## src/rtl/wb_led_sequencer.sv

```systemverilog
// wb_led_sequencer: Wishbone-controlled 2-bit LED pattern sequencer.
//
// Plays up to four 2-bit PATTERN entries on the LEDs, each held for PERIOD
// clocks, optionally looping, and raises a level interrupt when a
// non-looping sequence completes. Two active-low buttons start/stop it.
//
// Ports:
//   clk, reset_n            clock, asynchronous active-low reset
//   i_wb_cyc/stb/we         Wishbone request qualifiers
//   i_wb_addr, i_wb_data    byte address, write data
//   o_wb_ack, o_wb_stall    single-cycle ack one clock after a decoded request; stall tied 0
//   o_wb_data               read data, valid in the ack cycle and held until the next read
//   buttons[1:0]            raw active-low buttons (0: start/stop toggle, 1: stop)
//   leds[1:0]               registered LED drive
//   seq_irq                 high while irq_pending && irq_en
//
// Register map (offset from BASE_ADDR):
//   0x00 CTRL    [0] run [1] loop [2] irq_en [3] irq_clr (write-1 pulse, reads 0)
//   0x04 PERIOD  [23:0] cycles per step, 0 is stored as 1
//   0x08 PATTERN [7:0] four 2-bit entries (entry0 at [1:0]), [9:8] length-1
//   0x0C STATUS  [1:0] index [3:2] pressed buttons [4] irq_pending [5] running (read-only)
//   0x10 MANUAL  [1:0] LED value while idle
//
// Build option: define LED_SEQ_DEBOUNCE_EN to require each synchronized
// button level to be stable for DEBOUNCE_CYCLES clocks before it is accepted.
module wb_led_sequencer #(
    parameter logic [31:0] BASE_ADDR       = 32'h3000_0100,
    parameter logic [23:0] DEFAULT_PERIOD  = 24'd1000,
    parameter logic [15:0] DEBOUNCE_CYCLES = 16'd50000
) (
    input  logic        clk,
    input  logic        reset_n,
    input  logic        i_wb_cyc,
    input  logic        i_wb_stb,
    input  logic        i_wb_we,
    input  logic [31:0] i_wb_addr,
    input  logic [31:0] i_wb_data,
    output logic        o_wb_ack,
    output logic        o_wb_stall,
    output logic [31:0] o_wb_data,
    input  logic [1:0]  buttons,
    output logic [1:0]  leds,
    output logic        seq_irq
);

    localparam int unsigned DW  = 32;
    localparam int unsigned PW  = 24;
    localparam int unsigned PTW = 10;
    localparam int unsigned IW  = 2;

    typedef enum logic {
        S_IDLE = 1'b0,
        S_RUN  = 1'b1
    } state_e;

    state_e          state_q, state_d;
    logic            ctrl_run_q, ctrl_run_d;
    logic            ctrl_loop_q, ctrl_loop_d;
    logic            ctrl_irq_en_q, ctrl_irq_en_d;
    logic [PW-1:0]   period_q, period_d;
    logic [PW-1:0]   act_period_q, act_period_d;
    logic [PTW-1:0]  pattern_q, pattern_d;
    logic [1:0]      manual_q, manual_d;
    logic            irq_pending_q, irq_pending_d;
    logic [IW-1:0]   idx_q, idx_d;
    logic [PW-1:0]   step_cnt_q, step_cnt_d;
    logic [1:0]      leds_q, leds_d;
    logic            ack_q, ack_d;
    logic [DW-1:0]   rdata_q, rdata_d;
    logic            seq_irq_q, seq_irq_d;
    logic [1:0]      btn_meta_q, btn_sync_q;
    logic [1:0]      pressed_q, pressed_d;

    logic [DW-1:0]   offset;
    logic            req, hit;
    logic            wr_ctrl, wr_period, wr_pattern, wr_manual;
    logic            btn0_ev, btn1_ev;
    logic            step_end, last, start, stop;

    logic unused_wdata;
    assign unused_wdata = ^i_wb_data[31:24];

    assign o_wb_ack   = ack_q;
    assign o_wb_stall = 1'b0;
    assign o_wb_data  = rdata_q;
    assign leds       = leds_q;
    assign seq_irq    = seq_irq_q;

    function automatic logic [1:0] entry_of(input logic [PTW-1:0] pat, input logic [IW-1:0] idx);
        case (idx)
            2'd0:    entry_of = pat[1:0];
            2'd1:    entry_of = pat[3:2];
            2'd2:    entry_of = pat[5:4];
            default: entry_of = pat[7:6];
        endcase
    endfunction

    // Pressed-state filter: the synchronized level is active-low.
`ifdef LED_SEQ_DEBOUNCE_EN
    logic [1:0][15:0] db_cnt_q, db_cnt_d;

    always_comb begin
        pressed_d = pressed_q;
        db_cnt_d  = db_cnt_q;
        for (int i = 0; i < 2; i++) begin
            if (~btn_sync_q[i] != pressed_q[i]) begin
                if (db_cnt_q[i] >= 16'(DEBOUNCE_CYCLES - 16'd1)) begin
                    pressed_d[i] = ~btn_sync_q[i];
                    db_cnt_d[i]  = 16'd0;
                end else begin
                    db_cnt_d[i]  = 16'(db_cnt_q[i] + 16'd1);
                end
            end else begin
                db_cnt_d[i] = 16'd0;
            end
        end
    end

    always_ff @(posedge clk or negedge reset_n) begin
        if (!reset_n) db_cnt_q <= '0;
        else          db_cnt_q <= db_cnt_d;
    end
`else
    logic unused_debounce;
    assign unused_debounce = ^DEBOUNCE_CYCLES;

    always_comb begin
        pressed_d = ~btn_sync_q;
    end
`endif

    // Bus decode, register writes, sequencer FSM and interrupt.
    always_comb begin
        state_d       = state_q;
        ctrl_run_d    = ctrl_run_q;
        ctrl_loop_d   = ctrl_loop_q;
        ctrl_irq_en_d = ctrl_irq_en_q;
        period_d      = period_q;
        act_period_d  = act_period_q;
        pattern_d     = pattern_q;
        manual_d      = manual_q;
        irq_pending_d = irq_pending_q;
        idx_d         = idx_q;
        step_cnt_d    = step_cnt_q;
        leds_d        = leds_q;
        rdata_d       = rdata_q;
        start         = 1'b0;
        stop          = 1'b0;

        offset = i_wb_addr - BASE_ADDR;
        req    = i_wb_cyc && i_wb_stb;
        hit    = (offset[31:5] == 27'd0) && (offset[4:2] <= 3'd4) && (offset[1:0] == 2'b00);
        ack_d  = req && hit;

        wr_ctrl    = req && hit && i_wb_we && (offset[4:2] == 3'd0);
        wr_period  = req && hit && i_wb_we && (offset[4:2] == 3'd1);
        wr_pattern = req && hit && i_wb_we && (offset[4:2] == 3'd2);
        wr_manual  = req && hit && i_wb_we && (offset[4:2] == 3'd4);

        btn0_ev = pressed_d[0] && !pressed_q[0];
        btn1_ev = pressed_d[1] && !pressed_q[1];

        // Undecoded reads clear the data bus so stale data is never re-presented.
        if (req && !i_wb_we) begin
            if (hit) begin
                case (offset[4:2])
                    3'd0:    rdata_d = {29'd0, ctrl_irq_en_q, ctrl_loop_q, ctrl_run_q};
                    3'd1:    rdata_d = {8'd0, period_q};
                    3'd2:    rdata_d = {22'd0, pattern_q};
                    3'd3:    rdata_d = {26'd0, state_q == S_RUN, irq_pending_q, pressed_q, idx_q};
                    default: rdata_d = {30'd0, manual_q};
                endcase
            end else begin
                rdata_d = '0;
            end
        end

        if (wr_ctrl) begin
            ctrl_loop_d   = i_wb_data[1];
            ctrl_irq_en_d = i_wb_data[2];
        end
        if (wr_period)  period_d  = (i_wb_data[23:0] == 24'd0) ? 24'd1 : i_wb_data[23:0];
        if (wr_pattern) pattern_d = i_wb_data[9:0];
        if (wr_manual)  manual_d  = i_wb_data[1:0];

        step_end = (step_cnt_q == PW'(act_period_q - 24'd1));
        last     = (idx_q == pattern_d[9:8]);

        // Priority: button1 stop > CPU CTRL write > button0 toggle > step terminal.
        case (state_q)
            S_IDLE: begin
                leds_d = manual_d;
                if (btn1_ev) begin
                    ctrl_run_d = 1'b0;
                end else if (wr_ctrl) begin
                    start = i_wb_data[0];
                end else if (btn0_ev) begin
                    start = 1'b1;
                end
                if (start) begin
                    state_d      = S_RUN;
                    ctrl_run_d   = 1'b1;
                    idx_d        = '0;
                    step_cnt_d   = '0;
                    act_period_d = period_d;
                    leds_d       = entry_of(pattern_d, 2'd0);
                end
            end
            default: begin
                stop = btn1_ev || (wr_ctrl && !i_wb_data[0]) || (!wr_ctrl && btn0_ev);
                if (stop) begin
                    state_d    = S_IDLE;
                    ctrl_run_d = 1'b0;
                    idx_d      = '0;
                    step_cnt_d = '0;
                    leds_d     = manual_d;
                end else if (step_end) begin
                    step_cnt_d   = '0;
                    act_period_d = period_d;
                    // A same-cycle CTRL write with run=1 outranks completion, so the sequence wraps.
                    if (last && !ctrl_loop_d && !wr_ctrl) begin
                        state_d       = S_IDLE;
                        ctrl_run_d    = 1'b0;
                        irq_pending_d = 1'b1;
                        idx_d         = '0;
                        leds_d        = manual_d;
                    end else begin
                        idx_d  = last ? 2'd0 : IW'(idx_q + 2'd1);
                        leds_d = entry_of(pattern_d, idx_d);
                    end
                end else begin
                    step_cnt_d = PW'(step_cnt_q + 24'd1);
                end
            end
        endcase

        // Clear outranks a same-cycle set.
        if (wr_ctrl && i_wb_data[3]) irq_pending_d = 1'b0;
        seq_irq_d = irq_pending_d && ctrl_irq_en_d;
    end

    always_ff @(posedge clk or negedge reset_n) begin
        if (!reset_n) begin
            state_q       <= S_IDLE;
            ctrl_run_q    <= 1'b0;
            ctrl_loop_q   <= 1'b0;
            ctrl_irq_en_q <= 1'b0;
            period_q      <= DEFAULT_PERIOD;
            act_period_q  <= DEFAULT_PERIOD;
            pattern_q     <= '0;
            manual_q      <= '0;
            irq_pending_q <= 1'b0;
            idx_q         <= '0;
            step_cnt_q    <= '0;
            leds_q        <= '0;
            ack_q         <= 1'b0;
            rdata_q       <= '0;
            seq_irq_q     <= 1'b0;
            btn_meta_q    <= 2'b11;
            btn_sync_q    <= 2'b11;
            pressed_q     <= 2'b00;
        end else begin
            state_q       <= state_d;
            ctrl_run_q    <= ctrl_run_d;
            ctrl_loop_q   <= ctrl_loop_d;
            ctrl_irq_en_q <= ctrl_irq_en_d;
            period_q      <= period_d;
            act_period_q  <= act_period_d;
            pattern_q     <= pattern_d;
            manual_q      <= manual_d;
            irq_pending_q <= irq_pending_d;
            idx_q         <= idx_d;
            step_cnt_q    <= step_cnt_d;
            leds_q        <= leds_d;
            ack_q         <= ack_d;
            rdata_q       <= rdata_d;
            seq_irq_q     <= seq_irq_d;
            btn_meta_q    <= buttons;
            btn_sync_q    <= btn_meta_q;
            pressed_q     <= pressed_d;
        end
    end

endmodule
```

## config.mk

```make
export PLATFORM = sky130hd
export DESIGN_NAME = wb_led_sequencer
export DESIGN_NICKNAME = d
export VERILOG_FILES = /design/src/rtl/wb_led_sequencer.sv
export SDC_FILE = /design/constraint.sdc
export NUM_CORES = 1
export LEC_CHECK = 0
export BUFFER_PORTS_ARGS = -buffer_cell sky130_fd_sc_hd__buf_2
export CORE_ASPECT_RATIO = 0.75
export CORE_UTILIZATION = 41
export CTS_CLUSTER_SIZE = 24
export DETAILED_ROUTE_END_ITERATION = 8
export HOLD_SLACK_MARGIN = 0.1
export PLACE_DENSITY = 0.64
export SYNTH_ARGS = -nofsm -noshare
export SYNTH_HDL_FRONTEND = slang
export SYNTH_SLANG_ARGS = --single-unit
```

## constraint.sdc

```tcl
create_clock -name clk -period 9.9 [get_ports clk]
set_input_delay 1.98 -clock clk [delete_from_list [all_inputs] [get_ports clk]]
set_output_delay 1.98 -clock clk [all_outputs]
set_load 0.01 [all_outputs]
```

==> results of run 1 <==
cell usage after synthesis, drive strengths merged (3+ instances only):
cell | instances | area, um2
dfrtp | 109 | 2730
mux2 | 56 | 706
nand2 | 54 | 203
nor2 | 54 | 203
o21ai | 37 | 185
xnor2 | 31 | 272
inv | 29 | 109
nor3 | 24 | 120
nor4 | 22 | 169
clkbuf | 20 | 75.1
a22o | 19 | 166
mux2i | 18 | 180
nand3 | 18 | 90.1
a21oi | 17 | 88.8
dfstp | 16 | 420
buf | 15 | 115
xor2 | 13 | 114
or3 | 12 | 75.1
nand2b | 9 | 56.3
nand4 | 8 | 50.1
a22oi | 7 | 52.6
or2 | 7 | 43.8
and2 | 6 | 37.5
and3 | 6 | 37.5
nor2b | 6 | 45.0
nor3b | 6 | 45.0
and3b | 5 | 43.8
nor4b | 5 | 43.8
a2111oi | 4 | 53.8
a211oi | 4 | 30.0
a21o | 4 | 30.0
o211ai | 4 | 30.0
or4 | 4 | 33.8
and4b | 3 | 30.0
ha | 3 | 37.5
mux4 | 3 | 67.6
nand3b | 3 | 22.5
nand4b | 3 | 32.5
o21a | 3 | 22.5
o221ai | 3 | 26.3
layer usage:
layer	global-route usage	vias to the layer above	share of wire
met3	0.0442	25	0.054
met4	0.0634	0	0.016
met5	0	-	0
met2	0.277	162	0.38
li1	-	2720	-
met1	0.333	2711	0.55
kinds of logic (layout without fill, tap and decap cells):
kind of cell             after synthesis  after routing  synth area share
AND/OR/NAND/NOR                      258            258             0.197
AO/OA/AOI/OAI                        130            130             0.130
flip-flops                           125            125             0.439
multiplexers                          77             77             0.133
buffers and inverters                 64            156            0.0417
XOR/XNOR                              44             44            0.0538
adder cells (fa/ha/maj)                3              3           0.00524
other                                  1              9          0.000523
flip-flops by register name, indices dropped and copies added (netlist names):
signal,cells
act_period_q,24
o_wb_data,24
period_q,24
step_cnt_q,24
pattern_q,10
btn_meta_q,2
btn_sync_q,2
idx_q,2
leds,2
manual_q,2
pressed_q,2
ctrl_irq_en_q,1
ctrl_loop_q,1
ctrl_run_q,1
irq_pending_q,1
o_wb_ack,1
seq_irq,1
state_q,1
power by group through the flow:
stage               logic (mW)  registers [mW]  clock network (mW)
detailed placement      0.0918           0.535                   0
global placement        0.0910           0.535                   0
finish                  0.0918           0.526               0.614
floorplan               0.0519           0.531                   0
CTS                     0.0926           0.526               0.620
global route             0.102           0.527               0.643
worst min path at each step:
stage                              endpoint
floorplan           btn_sync_q[0]$_DFF_PN1_
global placement    btn_sync_q[0]$_DFF_PN1_
global route        btn_sync_q[1]$_DFF_PN1_
detailed placement  btn_sync_q[0]$_DFF_PN1_
CTS                 btn_sync_q[1]$_DFF_PN1_
finish              btn_sync_q[1]$_DFF_PN1_
cell type report:
| class | instances | area, um2 |
|---|---|---|
| Clock buffer | 17 | 425 |
| Clock inverter | 15 | 153 |
| Sequential cell | 125 | 3150 |
| Tap cell | 236 | 295 |
| Inverter | 29 | 109 |
| Multi-Input combinational cell | 521 | 3770 |
| Fill cell | 1572 | 8590 |
| Timing Repair Buffer | 95 | 490 |
metrics by stage:
stage | utilization | power (mW) | std cells | worst slack [ns] | hold WS [ns]
5_1_grt | 0.494 | 1.27 | 1038 | 3.50 | 0.364
6_report | 0.494 | 1.23 | 1038 | 3.78 | 0.357
4_1_cts | 0.494 | 1.24 | 1038 | 3.78 | 0.358
3_5_place_dp | 0.460 | 0.627 | 1006 | 3.38 | 0.348
3_3_place_gp | 0.460 | 0.626 | 1006 | 3.36 | 0.346
2_1_floorplan | - | 0.583 | 710 | 4.55 | 0.345
==> report_table.html, run 1 <==
<table>
<tr><th>Metric</th><th>Value</th></tr>
<tr><th colspan="2">Outcome</th></tr>
<tr><td>Run status</td><td>completed</td></tr>
<tr><th colspan="2">GRT</th></tr>
<tr><td>Via count of the first global-routing pass</td><td>between 5,000 and 6,000</td></tr>
<tr><td>Global-route wire length before repair</td><td>28,700 um</td></tr>
<tr><td>Number of antenna violations at the first check in global routing</td><td>0</td></tr>
<tr><td>Maximum number of pins on one net before global-route repair</td><td>74</td></tr>
<tr><td>Global-route total usage across every layer</td><td>0.209</td></tr>
<tr><td>Global route total overflow</td><td>0</td></tr>
<tr><th colspan="2">Worst setup path</th></tr>
<tr><td>Largest stage delay on the critical path</td><td>0.89 ns</td></tr>
<tr><td>Critical path's slowest cell</td><td>a21oi_4</td></tr>
<tr><td>Crit Path Category</td><td>input port to flip-flop</td></tr>
<tr><td>Startpoint kind of the worst setup timing path</td><td>input port</td></tr>
<tr><td>Required time of the worst setup path</td><td>around 10 ns</td></tr>
<tr><td>Critical-path cell list</td><td>buf_2 &gt; nor4_2 &gt; nand3_1 &gt; a2111oi_0 &gt; nor2_1 &gt; nor4_2 &gt; a21oi_1 &gt; or2_2 &gt; a21oi_4 &gt; mux2_2</td></tr>
<tr><td>Most frequent cell on the critical path</td><td>nor4_2</td></tr>
<tr><td>Register-to-Register Setup Slack</td><td>5.24 ns</td></tr>
<tr><td>Startpoint of the most critical setup path</td><td>i_wb_addr[10]</td></tr>
<tr><td>Kind of cell adding the most delay to the critical path</td><td>simple AND/OR/NAND/NOR gates</td></tr>
<tr><td>Sort of element at the end of the critical path</td><td>flip-flop</td></tr>
<tr><td>CP bufs+invs</td><td>1</td></tr>
<tr><td>CP Max Fanout</td><td>24</td></tr>
<tr><td>CP arrival</td><td>6.43 ns</td></tr>
<tr><td>Worst flop-to-flop path endpoint</td><td>leds[0]$_DFFE_PN0P_</td></tr>
<tr><td>Number of cells on the worst reg-to-reg path</td><td>10</td></tr>
<tr><td>Critical path destination</td><td>act_period_q[19]$_DFFE_PN0P_</td></tr>
<tr><td>WP depth</td><td>10</td></tr>
<tr><td>Worst R2R Start</td><td>act_period_q[2]$_DFFE_PN0P_</td></tr>
<tr><th colspan="2">Detailed routing</th></tr>
<tr><td>TritonRoute pass-1 iters</td><td>5</td></tr>
<tr><td>Number of design rule violations left after detail routing</td><td>0</td></tr>
<tr><td>DR vias/cell</td><td>approximately 5.4</td></tr>
<tr><td>Count of antenna-violating nets left after detailed routing</td><td>0</td></tr>
<tr><td>Per-cell routed wire length</td><td>roughly 17 um</td></tr>
<tr><td>Initial DRC Count</td><td>~450</td></tr>
<tr><td>Total wire length after detailed routing</td><td>roughly 18,000 um</td></tr>
<tr><td>Total number of vias</td><td>about 5,600</td></tr>
<tr><th colspan="2">Power and ir drop</th></tr>
<tr><td>Static power due to leakage</td><td>3.86 nW</td></tr>
<tr><td>Relative contribution of sequential cells to total power</td><td>0.427</td></tr>
<tr><td>Part of the total power dissipated in the clock network</td><td>0.498</td></tr>
<tr><td>Combinational group share of total power</td><td>0.075</td></tr>
<tr><td>Sw frac</td><td>0.265</td></tr>
<tr><td>Pwr/cell area</td><td>around 150 mW/mm2</td></tr>
<tr><td>Worst vdd rail ir drop</td><td>0.105 mV</td></tr>
<tr><td>Internal Pwr Total</td><td>roughly 0.9 mW</td></tr>
<tr><td>Switching power</td><td>between 0.3 and 0.4 mW</td></tr>
<tr><th colspan="2">Worst hold path</th></tr>
<tr><td>Class of the tightest hold or removal check</td><td>flip-flop to flip-flop</td></tr>
<tr><td>Hold Startpoint</td><td>btn_meta_q[1]$_DFF_PN1_</td></tr>
<tr><td>Hold Path Stages</td><td>0</td></tr>
<tr><th colspan="2">Yosys</th></tr>
<tr><td>Most used DFF post-synth</td><td>dfrtp_1</td></tr>
<tr><td>Mean area per synthesized cell</td><td>10.2 um2</td></tr>
<tr><td>Share of the yosys chip area belonging to registers</td><td>0.439</td></tr>
<tr><td>Synthesis-stage register bit count</td><td>roughly 130</td></tr>
<tr><td>Total standard cell area after synthesis</td><td>between 0.007 and 0.008 mm2</td></tr>
<tr><td>Post-Syn Instances</td><td>between 700 and 800</td></tr>
<tr><td>Yosys synthesis warning count</td><td>0</td></tr>
<tr><td>Number of enable flip-flop cells after synthesis</td><td>0</td></tr>
<tr><td>Cell variety after synth</td><td>76</td></tr>
<tr><td>Synth async-reset ratio</td><td>1.00</td></tr>
<tr><th colspan="2">Clock tree</th></tr>
<tr><td>TritonCTS clock tree</td><td>done</td></tr>
<tr><td>Total clock buffers created by CTS</td><td>17</td></tr>
<tr><td>Buffers inserted by post-CTS timing repair</td><td>0</td></tr>
<tr><td>Bufs on Longest Clock Path</td><td>2</td></tr>
<tr><td>Cells resized by post-CTS repair</td><td>0</td></tr>
<tr><td>Number of H-tree levels</td><td>4</td></tr>
<tr><td>Clock-pin slew on the worst setup and hold paths</td><td>~0.06 ns</td></tr>
<tr><td>Clock root buffer</td><td>clkbuf_16</td></tr>
<tr><td>Clock latency reported for the late side of the worst-skew pair</td><td>approximately 0.42 ns</td></tr>
<tr><td>Number of hold buffers added after cts</td><td>0</td></tr>
<tr><td>CTS sink cnt</td><td>between 100 and 150</td></tr>
<tr><th colspan="2">Cells and area</th></tr>
<tr><td>N_diodes</td><td>0</td></tr>
<tr><td>Most frequent cells in the layout</td><td>109 x dfrtp_1, 89 x buf_2, 54 x nand2_1, 54 x nor2_1</td></tr>
<tr><td>Final-stage net count</td><td>between 800 and 900</td></tr>
<tr><td>Leading cell type in the layout, fill and taps excluded</td><td>dfrtp_1</td></tr>
<tr><td>Area added between synthesis and finish</td><td>17.0%</td></tr>
<tr><td>Final non-filler cell area</td><td>roughly 0.0084 mm2</td></tr>
<tr><td>Proportion of layout cells with a drive suffix above 1</td><td>0.276</td></tr>
<tr><th colspan="2">STA</th></tr>
<tr><td>Setup Total Neg Slack</td><td>0 ns</td></tr>
<tr><td>Worst-Margin Slew</td><td>roughly 1.1 ns</td></tr>
<tr><td>Max-slew violation count</td><td>0</td></tr>
<tr><td>Layout Skew</td><td>~0.012 ns</td></tr>
<tr><td>Highest clock frequency the design can meet</td><td>between 150 and 200 MHz</td></tr>
<tr><td>Headroom to the max-slew limit</td><td>0.245</td></tr>
<tr><td>Count of final hold-check violations</td><td>0</td></tr>
<tr><td>Min Tclk post-route</td><td>between 6 and 7 ns</td></tr>
<tr><td>Number of setup violations in the final report</td><td>0</td></tr>
<tr><td>Fraction of the cycle the final worst path needs</td><td>0.618</td></tr>
<tr><td>RSZ-0062 raised after global routing</td><td>no</td></tr>
<tr><th colspan="2">Floorplanning</th></tr>
<tr><td>Cell Rows</td><td>between 40 and 50</td></tr>
<tr><td>Die outline area</td><td>0.0180 mm2</td></tr>
<tr><td>Overall die width</td><td>155 um</td></tr>
<tr><td>Core Region</td><td>roughly 0.017 mm2</td></tr>
<tr><td>Die Span Y</td><td>117 um</td></tr>
<tr><td>Initial cell density of the core</td><td>0.422</td></tr>
<tr><td>Io pins</td><td>108</td></tr>
<tr><th colspan="2">Place</th></tr>
<tr><td>Placed inst area</td><td>0.00781 mm2</td></tr>
<tr><td>Post-DP HPWL</td><td>between 10,000 and 15,000 um</td></tr>
<tr><td>Routability-driven placement congestion ratio</td><td>0.855</td></tr>
<tr><td>Port buffer count</td><td>90</td></tr>
<tr><th colspan="2">Job</th></tr>
<tr><td>Number of max-capacitance violations reported</td><td>0</td></tr>
</table>
Note: power is estimated with default switching activity, not from simulation.
==> inputs of run 2 (changes only) <==
--- a/config.mk
+++ b/config.mk
@@ -11,7 +11,7 @@
 export CTS_CLUSTER_SIZE = 24
 export DETAILED_ROUTE_END_ITERATION = 8
 export HOLD_SLACK_MARGIN = 0.1
-export PLACE_DENSITY = 0.64
+export PLACE_DENSITY = 0.66
 export SYNTH_ARGS = -nofsm -noshare
 export SYNTH_HDL_FRONTEND = slang
 export SYNTH_SLANG_ARGS = --single-unit
==> constraint.sdc (replaced) <==
create_clock -name clk -period 5.2 [get_ports clk]
set_input_delay 1.04 -clock clk [delete_from_list [all_inputs] [get_ports clk]]
set_output_delay 1.04 -clock clk [all_outputs]
set_load 0.01 [all_outputs]
==> report_table.html, run 2 (synthesis gave the netlist of run 1 again) <==
<table>
<tr><th>Metric</th><th>Value</th></tr>
<tr><th colspan="2">Outcome</th></tr>
<tr><td>Run status</td><td>completed</td></tr>
<tr><th colspan="2">Place</th></tr>
<tr><td>Port buffer count</td><td>90</td></tr>
<tr><td>Total placed cells including tap cells</td><td>~1,000</td></tr>
<tr><td>Placed inst area</td><td>0.00792 mm2</td></tr>
<tr><td>Routability-driven placement congestion ratio</td><td>~0.86</td></tr>
<tr><td>Post-DP HPWL</td><td>13,500 um</td></tr>
<tr><th colspan="2">STA</th></tr>
<tr><td>Layout Skew</td><td>between 0.01 and 0.015 ns</td></tr>
<tr><td>RSZ-0062 raised after global routing</td><td>no</td></tr>
<tr><td>Highest clock frequency the design can meet</td><td>219 MHz</td></tr>
<tr><td>Count of final hold-check violations</td><td>0</td></tr>
<tr><td>Tightest hold margin</td><td>0.355 ns</td></tr>
<tr><td>Headroom to the max-slew limit</td><td>0.197</td></tr>
<tr><td>Fraction of the cycle the final worst path needs</td><td>0.879</td></tr>
<tr><td>Min Tclk post-route</td><td>about 4.6 ns</td></tr>
<tr><td>Number of setup violations in the final report</td><td>0</td></tr>
<tr><td>Setup Total Neg Slack</td><td>0 ns</td></tr>
<tr><td>Worst-Margin Slew</td><td>roughly 1.2 ns</td></tr>
<tr><td>Max-slew violation count</td><td>0</td></tr>
<tr><th colspan="2">Floorplanning</th></tr>
<tr><td>Die Span Y</td><td>roughly 120 um</td></tr>
<tr><td>Core Region</td><td>about 0.017 mm2</td></tr>
<tr><td>Io pins</td><td>108</td></tr>
<tr><td>Initial cell density of the core</td><td>0.422</td></tr>
<tr><td>Overall die width</td><td>between 150 and 200 um</td></tr>
<tr><td>Cell Rows</td><td>between 40 and 50</td></tr>
<tr><td>Die outline area</td><td>0.0180 mm2</td></tr>
<tr><th colspan="2">Worst setup path</th></tr>
<tr><td>Sort of element at the end of the critical path</td><td>flip-flop</td></tr>
<tr><td>Register-to-Register Setup Slack</td><td>between 0.9 and 1 ns</td></tr>
<tr><td>CP arrival</td><td>4.81 ns</td></tr>
<tr><td>Required time of the worst setup path</td><td>between 5 and 6 ns</td></tr>
<tr><td>Crit Path Category</td><td>input port to flip-flop</td></tr>
<tr><td>CP Max Fanout</td><td>16</td></tr>
<tr><td>Startpoint kind of the worst setup timing path</td><td>input port</td></tr>
<tr><th colspan="2">Clock tree</th></tr>
<tr><td>Clock root buffer</td><td>clkbuf_16</td></tr>
<tr><td>Clock-pin slew on the worst setup and hold paths</td><td>0.06 ns</td></tr>
<tr><td>Number of hold buffers added after cts</td><td>0</td></tr>
<tr><td>CTS sink cnt</td><td>125</td></tr>
<tr><td>Total clock buffers created by CTS</td><td>17</td></tr>
<tr><td>TritonCTS clock tree</td><td>done</td></tr>
<tr><td>Buffers inserted by post-CTS timing repair</td><td>0</td></tr>
<tr><td>Bufs on Longest Clock Path</td><td>2</td></tr>
<tr><td>Clock latency reported for the late side of the worst-skew pair</td><td>0.42 ns</td></tr>
<tr><td>Number of H-tree levels</td><td>4</td></tr>
<tr><td>Cells resized by post-CTS repair</td><td>0</td></tr>
<tr><th colspan="2">GRT</th></tr>
<tr><td>Global route total overflow</td><td>0</td></tr>
<tr><td>Number of antenna violations at the first check in global routing</td><td>0</td></tr>
<tr><td>Global-route wire length before repair</td><td>between 20,000 and 30,000 um</td></tr>
<tr><td>Global-route total usage across every layer</td><td>0.210</td></tr>
<tr><td>Maximum number of pins on one net before global-route repair</td><td>50</td></tr>
<tr><td>Via count of the first global-routing pass</td><td>around 5,300</td></tr>
<tr><th colspan="2">Detailed routing</th></tr>
<tr><td>Total wire length after detailed routing</td><td>about 18,000 um</td></tr>
<tr><td>TritonRoute pass-1 iters</td><td>5</td></tr>
<tr><td>Per-cell routed wire length</td><td>between 15 and 20 um</td></tr>
<tr><td>DR vias/cell</td><td>approximately 5.5</td></tr>
<tr><td>Total number of vias</td><td>5,812</td></tr>
<tr><td>Number of design rule violations left after detail routing</td><td>0</td></tr>
<tr><td>Initial DRC Count</td><td>~460</td></tr>
<tr><td>Count of antenna-violating nets left after detailed routing</td><td>0</td></tr>
<tr><th colspan="2">Cells and area</th></tr>
<tr><td>Proportion of layout cells with a drive suffix above 1</td><td>0.287</td></tr>
<tr><td>Core utilization of the finished layout</td><td>0.502</td></tr>
<tr><td>N_diodes</td><td>0</td></tr>
<tr><td>Area added between synthesis and finish</td><td>19.0%</td></tr>
<tr><td>Post-route insts no fill</td><td>around 1,100</td></tr>
<tr><td>Final-stage net count</td><td>876</td></tr>
<tr><td>Final non-filler cell area</td><td>between 0.008 and 0.009 mm2</td></tr>
<tr><td>Leading cell type in the layout, fill and taps excluded</td><td>dfrtp_1</td></tr>
<tr><td>Most frequent cells in the layout</td><td>109 x dfrtp_1, 89 x buf_2, 54 x nand2_1, 54 x nor2_1</td></tr>
<tr><td>Count of filler cells inserted in the layout</td><td>between 1,500 and 2,000</td></tr>
<tr><th colspan="2">Power and ir drop</th></tr>
<tr><td>Combinational group share of total power</td><td>0.074</td></tr>
<tr><td>Worst vdd rail ir drop</td><td>0.181 mV</td></tr>
<tr><td>Switching power</td><td>0.622 mW</td></tr>
<tr><td>Part of the total power dissipated in the clock network</td><td>0.511</td></tr>
<tr><td>Relative contribution of sequential cells to total power</td><td>0.415</td></tr>
<tr><td>Pwr/cell area</td><td>about 280 mW/mm2</td></tr>
<tr><td>Internal Pwr Total</td><td>about 1.8 mW</td></tr>
<tr><td>Sw frac</td><td>0.258</td></tr>
<tr><td>Static power due to leakage</td><td>3.96 nW</td></tr>
<tr><th colspan="2">Job</th></tr>
<tr><td>Number of max-capacitance violations reported</td><td>0</td></tr>
<tr><th colspan="2">Worst hold path</th></tr>
<tr><td>Class of the tightest hold or removal check</td><td>flip-flop to flip-flop</td></tr>
</table>
==> run 2: cell count changes in the layout (fill, tap and decap cells not counted), sizes merged <==
cell | previous run | this run
buf | 95 | 108
bufinv | 1 | 2
clkbuf | 17 | 18
clkinv | 3 | 1
clkinvlp | 3 | 0
inv | 37 | 40
==> run 2: layout make-up <==
cell class | instances | area (um2) | share of cell area
Clock buffer | 18 | 439 | 0.0515
Clock inverter | 14 | 170 | 0.0200
Inverter | 29 | 109 | 0.0128
Multi-Input combinational cell | 521 | 3770 | 0.442
Sequential cell | 125 | 3150 | 0.369
Tap cell | 236 | 295 | 0.0346
Timing Repair Buffer | 108 | 601 | 0.0704
==> run 2: worst max-delay path, cell delays in order <==
cell and delay, ns:
buf_2 0.12, nor3_1 0.42, nand3_1 0.21, a2111oi_0 0.67, nor2_1 0.19, nor4_2 0.60, and4_1 0.42, nor3_1 0.09
nor2_1 0.92, nor2_1 0.13
==> run 2: power groups by stage <==
stage / combinational (mW) / clock (mW) / sequential, mW
floorplan: 0.0989 / 0 / 1.01
global placement: 0.176 / 0 / 1.02
detailed placement: 0.177 / 0 / 1.02
CTS: 0.179 / 1.25 / 1.00
global route: 0.197 / 1.29 / 1.00
finish: 0.178 / 1.23 / 1.00
==> run 2: path summary, 6_finish.rpt <==
check / to / cells past startpoint / start
min: btn_sync_q[0]$_DFF_PN1_ / 0 / btn_meta_q[0]$_DFF_PN1_
max reg2reg: step_cnt_q[6]$_DFFE_PN0P_ / 10 / act_period_q[10]$_DFFE_PN0P_
min reg2reg: btn_sync_q[0]$_DFF_PN1_ / 0 / btn_meta_q[0]$_DFF_PN1_
min in group asynchronous: step_cnt_q[22]$_DFFE_PN0P_ / 1 / reset_n
max: step_cnt_q[6]$_DFFE_PN0P_ / 10 / i_wb_addr[14]
max in group asynchronous: period_q[1]$_DFF_PN0_ / 2 / reset_n
==> run 2: layer usage <==
metal  track usage  part of all wire  vias to the layer above
met5             0                 0                        -
met4        0.0634            0.0093                        0
met3        0.0505             0.079                       17
met2         0.284              0.40                      188
met1         0.326              0.52                     2849
li1              -                 -                     2758
==> run 2: per-stage QoR <==
stage	power, mW	worst slack, ns
finish	2.41	0.631
global route	2.49	0.165
CTS	2.43	0.720
detailed placement	1.20	0.312
global placement	1.19	0.376
floorplan	1.11	0.795
==> inputs of run 3 (changes only) <==
--- a/config.mk
+++ b/config.mk
@@ -6,12 +6,14 @@
 export NUM_CORES = 1
 export LEC_CHECK = 0
 export BUFFER_PORTS_ARGS = -buffer_cell sky130_fd_sc_hd__buf_2
+export CELL_PAD_IN_SITES_DETAIL_PLACEMENT = 1
+export CELL_PAD_IN_SITES_GLOBAL_PLACEMENT = 1
 export CORE_ASPECT_RATIO = 0.75
 export CORE_UTILIZATION = 41
 export CTS_CLUSTER_SIZE = 24
 export DETAILED_ROUTE_END_ITERATION = 8
 export HOLD_SLACK_MARGIN = 0.1
-export PLACE_DENSITY = 0.66
+export PLACE_DENSITY = 0.8
 export SYNTH_ARGS = -nofsm -noshare
 export SYNTH_HDL_FRONTEND = slang
 export SYNTH_SLANG_ARGS = --single-unit
==> constraint.sdc (replaced) <==
create_clock -name clk -period 4.1 [get_ports clk]
set_input_delay 0.82 -clock clk [delete_from_list [all_inputs] [get_ports clk]]
set_output_delay 0.82 -clock clk [all_outputs]
set_load 0.01 [all_outputs]
==> report_table.html, run 3 (synthesis gave the netlist of run 1 again) <==
<table>
<tr><th>Metric</th><th>Value</th></tr>
<tr><th colspan="2">STA</th></tr>
<tr><td>Layout Skew</td><td>~0.014 ns</td></tr>
<tr><td>Worst-Margin Slew</td><td>a little under 1 ns</td></tr>
<tr><td>Fraction of the cycle the final worst path needs</td><td>0.946</td></tr>
<tr><td>Final WS setup</td><td>0.223 ns</td></tr>
<tr><td>Count of final hold-check violations</td><td>0</td></tr>
<tr><td>Headroom to the max-slew limit</td><td>0.339</td></tr>
<tr><td>Highest clock frequency the design can meet</td><td>258 MHz</td></tr>
<tr><td>Max-slew violation count</td><td>0</td></tr>
<tr><td>Number of setup violations in the final report</td><td>0</td></tr>
<tr><td>RSZ-0062 raised after global routing</td><td>no</td></tr>
<tr><td>Min Tclk post-route</td><td>3.88 ns</td></tr>
<tr><td>Tightest hold margin</td><td>around 0.35 ns</td></tr>
<tr><th colspan="2">Cells and area</th></tr>
<tr><td>Leading cell type in the layout, fill and taps excluded</td><td>dfrtp_1</td></tr>
<tr><td>Count of filler cells inserted in the layout</td><td>1,903</td></tr>
<tr><td>N_diodes</td><td>0</td></tr>
<tr><td>Proportion of layout cells with a drive suffix above 1</td><td>0.337</td></tr>
<tr><td>Area added between synthesis and finish</td><td>25.2%</td></tr>
<tr><td>Most frequent cells in the layout</td><td>109 x dfrtp_1, 89 x buf_2, 63 x buf_4</td></tr>
<tr><td>Post-route insts no fill</td><td>between 1,000 and 1,500</td></tr>
<tr><td>Final-stage net count</td><td>924</td></tr>
<tr><th colspan="2">GRT</th></tr>
<tr><td>Global-route total usage across every layer</td><td>0.275</td></tr>
<tr><td>Global-route wire length before repair</td><td>between 30,000 and 40,000 um</td></tr>
<tr><td>Maximum number of pins on one net before global-route repair</td><td>between 70 and 80</td></tr>
<tr><td>Via count of the first global-routing pass</td><td>roughly 6,800</td></tr>
<tr><td>Number of antenna violations at the first check in global routing</td><td>0</td></tr>
<tr><td>Global route total overflow</td><td>0</td></tr>
<tr><th colspan="2">Floorplanning</th></tr>
<tr><td>Die Span Y</td><td>117 um</td></tr>
<tr><td>Initial cell density of the core</td><td>0.422</td></tr>
<tr><td>Io pins</td><td>108</td></tr>
<tr><td>Cell Rows</td><td>41</td></tr>
<tr><td>Overall die width</td><td>between 150 and 200 um</td></tr>
<tr><td>Die outline area</td><td>0.0180 mm2</td></tr>
<tr><td>Core Region</td><td>0.0170 mm2</td></tr>
<tr><th colspan="2">Worst setup path</th></tr>
<tr><td>WP depth</td><td>18</td></tr>
<tr><td>CP Max Fanout</td><td>18</td></tr>
<tr><td>Required time of the worst setup path</td><td>4.41 ns</td></tr>
<tr><td>Critical path's slowest cell</td><td>a2111oi_2</td></tr>
<tr><td>Critical path destination</td><td>leds[1]$_DFFE_PN0P_</td></tr>
<tr><td>Largest stage delay on the critical path</td><td>roughly 0.42 ns</td></tr>
<tr><td>CP bufs+invs</td><td>8</td></tr>
<tr><td>CP arrival</td><td>roughly 4.2 ns</td></tr>
<tr><td>Startpoint of the most critical setup path</td><td>i_wb_addr[9]</td></tr>
<tr><td>Register-to-Register Setup Slack</td><td>approximately 0.24 ns</td></tr>
<tr><td>Worst R2R Start</td><td>act_period_q[2]$_DFFE_PN0P_</td></tr>
<tr><td>Critical-path cell list</td><td>buf_2 &gt; inv_1 &gt; ha_2 &gt; nor4b_2 &gt; buf_4 &gt; buf_4 &gt; nand3_1 &gt; xor2_1 &gt; o211ai_1 &gt; buf_4 &gt; nor4_4 &gt; buf_12 &gt; buf_4 &gt; mux2i_1 &gt; o221ai_1 &gt; a2111oi_2 &gt; buf_4 &gt; o31ai_1</td></tr>
<tr><td>Kind of cell adding the most delay to the critical path</td><td>buffers and inverters</td></tr>
<tr><td>Worst flop-to-flop path endpoint</td><td>act_period_q[11]$_DFFE_PN0P_</td></tr>
<tr><td>Sort of element at the end of the critical path</td><td>flip-flop</td></tr>
<tr><td>Most frequent cell on the critical path</td><td>buf_4</td></tr>
<tr><td>Crit Path Category</td><td>input port to flip-flop</td></tr>
<tr><td>Startpoint kind of the worst setup timing path</td><td>input port</td></tr>
<tr><td>Number of cells on the worst reg-to-reg path</td><td>14</td></tr>
<tr><th colspan="2">Job</th></tr>
<tr><td>Number of max-capacitance violations reported</td><td>0</td></tr>
<tr><th colspan="2">Detailed routing</th></tr>
<tr><td>DR vias/cell</td><td>5.74</td></tr>
<tr><td>Initial DRC Count</td><td>423</td></tr>
<tr><td>Total number of vias</td><td>~6,300</td></tr>
<tr><td>TritonRoute pass-1 iters</td><td>5</td></tr>
<tr><td>Total wire length after detailed routing</td><td>around 24,000 um</td></tr>
<tr><td>Number of design rule violations left after detail routing</td><td>0</td></tr>
<tr><td>Count of antenna-violating nets left after detailed routing</td><td>0</td></tr>
<tr><td>Per-cell routed wire length</td><td>21.5 um</td></tr>
<tr><th colspan="2">Clock tree</th></tr>
<tr><td>Clock latency reported for the late side of the worst-skew pair</td><td>0.44 ns</td></tr>
<tr><td>CTS sink cnt</td><td>about 130</td></tr>
<tr><td>Number of hold buffers added after cts</td><td>0</td></tr>
<tr><td>Total clock buffers created by CTS</td><td>17</td></tr>
<tr><td>Number of H-tree levels</td><td>4</td></tr>
<tr><td>TritonCTS clock tree</td><td>done</td></tr>
<tr><td>Clock root buffer</td><td>clkbuf_16</td></tr>
<tr><td>Clock-pin slew on the worst setup and hold paths</td><td>around 0.060 ns</td></tr>
<tr><td>Bufs on Longest Clock Path</td><td>2</td></tr>
<tr><th colspan="2">Place</th></tr>
<tr><td>Worst slack at placement</td><td>-0.363 ns</td></tr>
<tr><td>Total placed cells including tap cells</td><td>~1,100</td></tr>
<tr><td>Routability-driven placement congestion ratio</td><td>between 0.8 and 0.9</td></tr>
<tr><td>Port buffer count</td><td>90</td></tr>
<tr><td>Post-DP HPWL</td><td>17,000 um</td></tr>
<tr><th colspan="2">Power and ir drop</th></tr>
<tr><td>Final Total Pwr</td><td>slightly above 3 mW</td></tr>
<tr><td>Static power due to leakage</td><td>approximately 4.2 nW</td></tr>
<tr><td>Worst vdd rail ir drop</td><td>approximately 0.25 mV</td></tr>
<tr><td>Pwr/cell area</td><td>between 300 and 400 mW/mm2</td></tr>
<tr><th colspan="2">Worst hold path</th></tr>
<tr><td>Class of the tightest hold or removal check</td><td>flip-flop to flip-flop</td></tr>
<tr><td>Hold Path Stages</td><td>0</td></tr>
<tr><th colspan="2">Outcome</th></tr>
<tr><td>Run status</td><td>completed</td></tr>
</table>
==> run 3: cell types whose count changed in the layout (fill, tap and decap cells not counted), sizes merged <==
cell      previous run  this run
buf                108       156
bufinv               2         1
clkbuf              18        17
clkinv               1         2
clkinvlp             0         1
==> run 3: worst min path at each step <==
stage,from,end
after floorplan,btn_meta_q[0]$_DFF_PN1_,btn_sync_q[0]$_DFF_PN1_
after global placement,btn_meta_q[0]$_DFF_PN1_,btn_sync_q[0]$_DFF_PN1_
after detailed placement,btn_meta_q[0]$_DFF_PN1_,btn_sync_q[0]$_DFF_PN1_
after CTS,btn_meta_q[0]$_DFF_PN1_,btn_sync_q[0]$_DFF_PN1_
after global routing,btn_meta_q[0]$_DFF_PN1_,btn_sync_q[0]$_DFF_PN1_
final,btn_meta_q[0]$_DFF_PN1_,btn_sync_q[0]$_DFF_PN1_
==> run 3: layout make-up <==
type | count | area [um2] | share of cell area
Tap cell | 236 | 295 | 0.0329
Inverter | 29 | 109 | 0.0121
Sequential cell | 125 | 3150 | 0.351
Timing Repair Buffer | 156 | 998 | 0.111
Clock inverter | 15 | 164 | 0.0183
Clock buffer | 17 | 425 | 0.0474
Multi-Input combinational cell | 521 | 3830 | 0.427
==> run 3: worst reg2reg max path: cells and delay by family (launching register included) <==
family,cells,cell delay [ns]
buffers and inverters,4,0.77
AND/OR/NAND/NOR,4,0.87
multiplexers,2,0.73
AO/OA/AOI/OAI,4,0.94
flip-flops,1,0.44
==> run 3: layer usage <==
metal	routed length (um)	up-vias	track usage	part of all wire
met4	493	0	0.0865	0.021
met2	11000	223	0.454	0.46
met5	0	-	0	0
met1	10800	3191	0.359	0.46
met3	1400	47	0.0649	0.059
li1	-	2846	-	-
==> run 3: report_power, final <==
group	leakage (nW)	internal [mW]	switching [mW]
logic	2.24	0.105	0.159
registers	1.68	1.25	0.0237
clock network	0.289	0.867	0.664
==> run 3: repair_timing <==
item	in CTS	in global routing
buffers inserted	0	2
setup endpoints to repair	0	52
gates resized for setup	0	12
==> run 3: per-stage QoR <==
stage / instance area [um2] / setup TNS (ns) / util
6_report: 8970 / 0 / 0.528
5_1_grt: 8970 / 0 / 0.528
4_1_cts: 8900 / 0 / 0.524
3_5_place_dp: 8310 / -4.98 / 0.490
3_3_place_gp: 8310 / -4.32 / 0.490
2_1_floorplan: 7210 / 0 / -
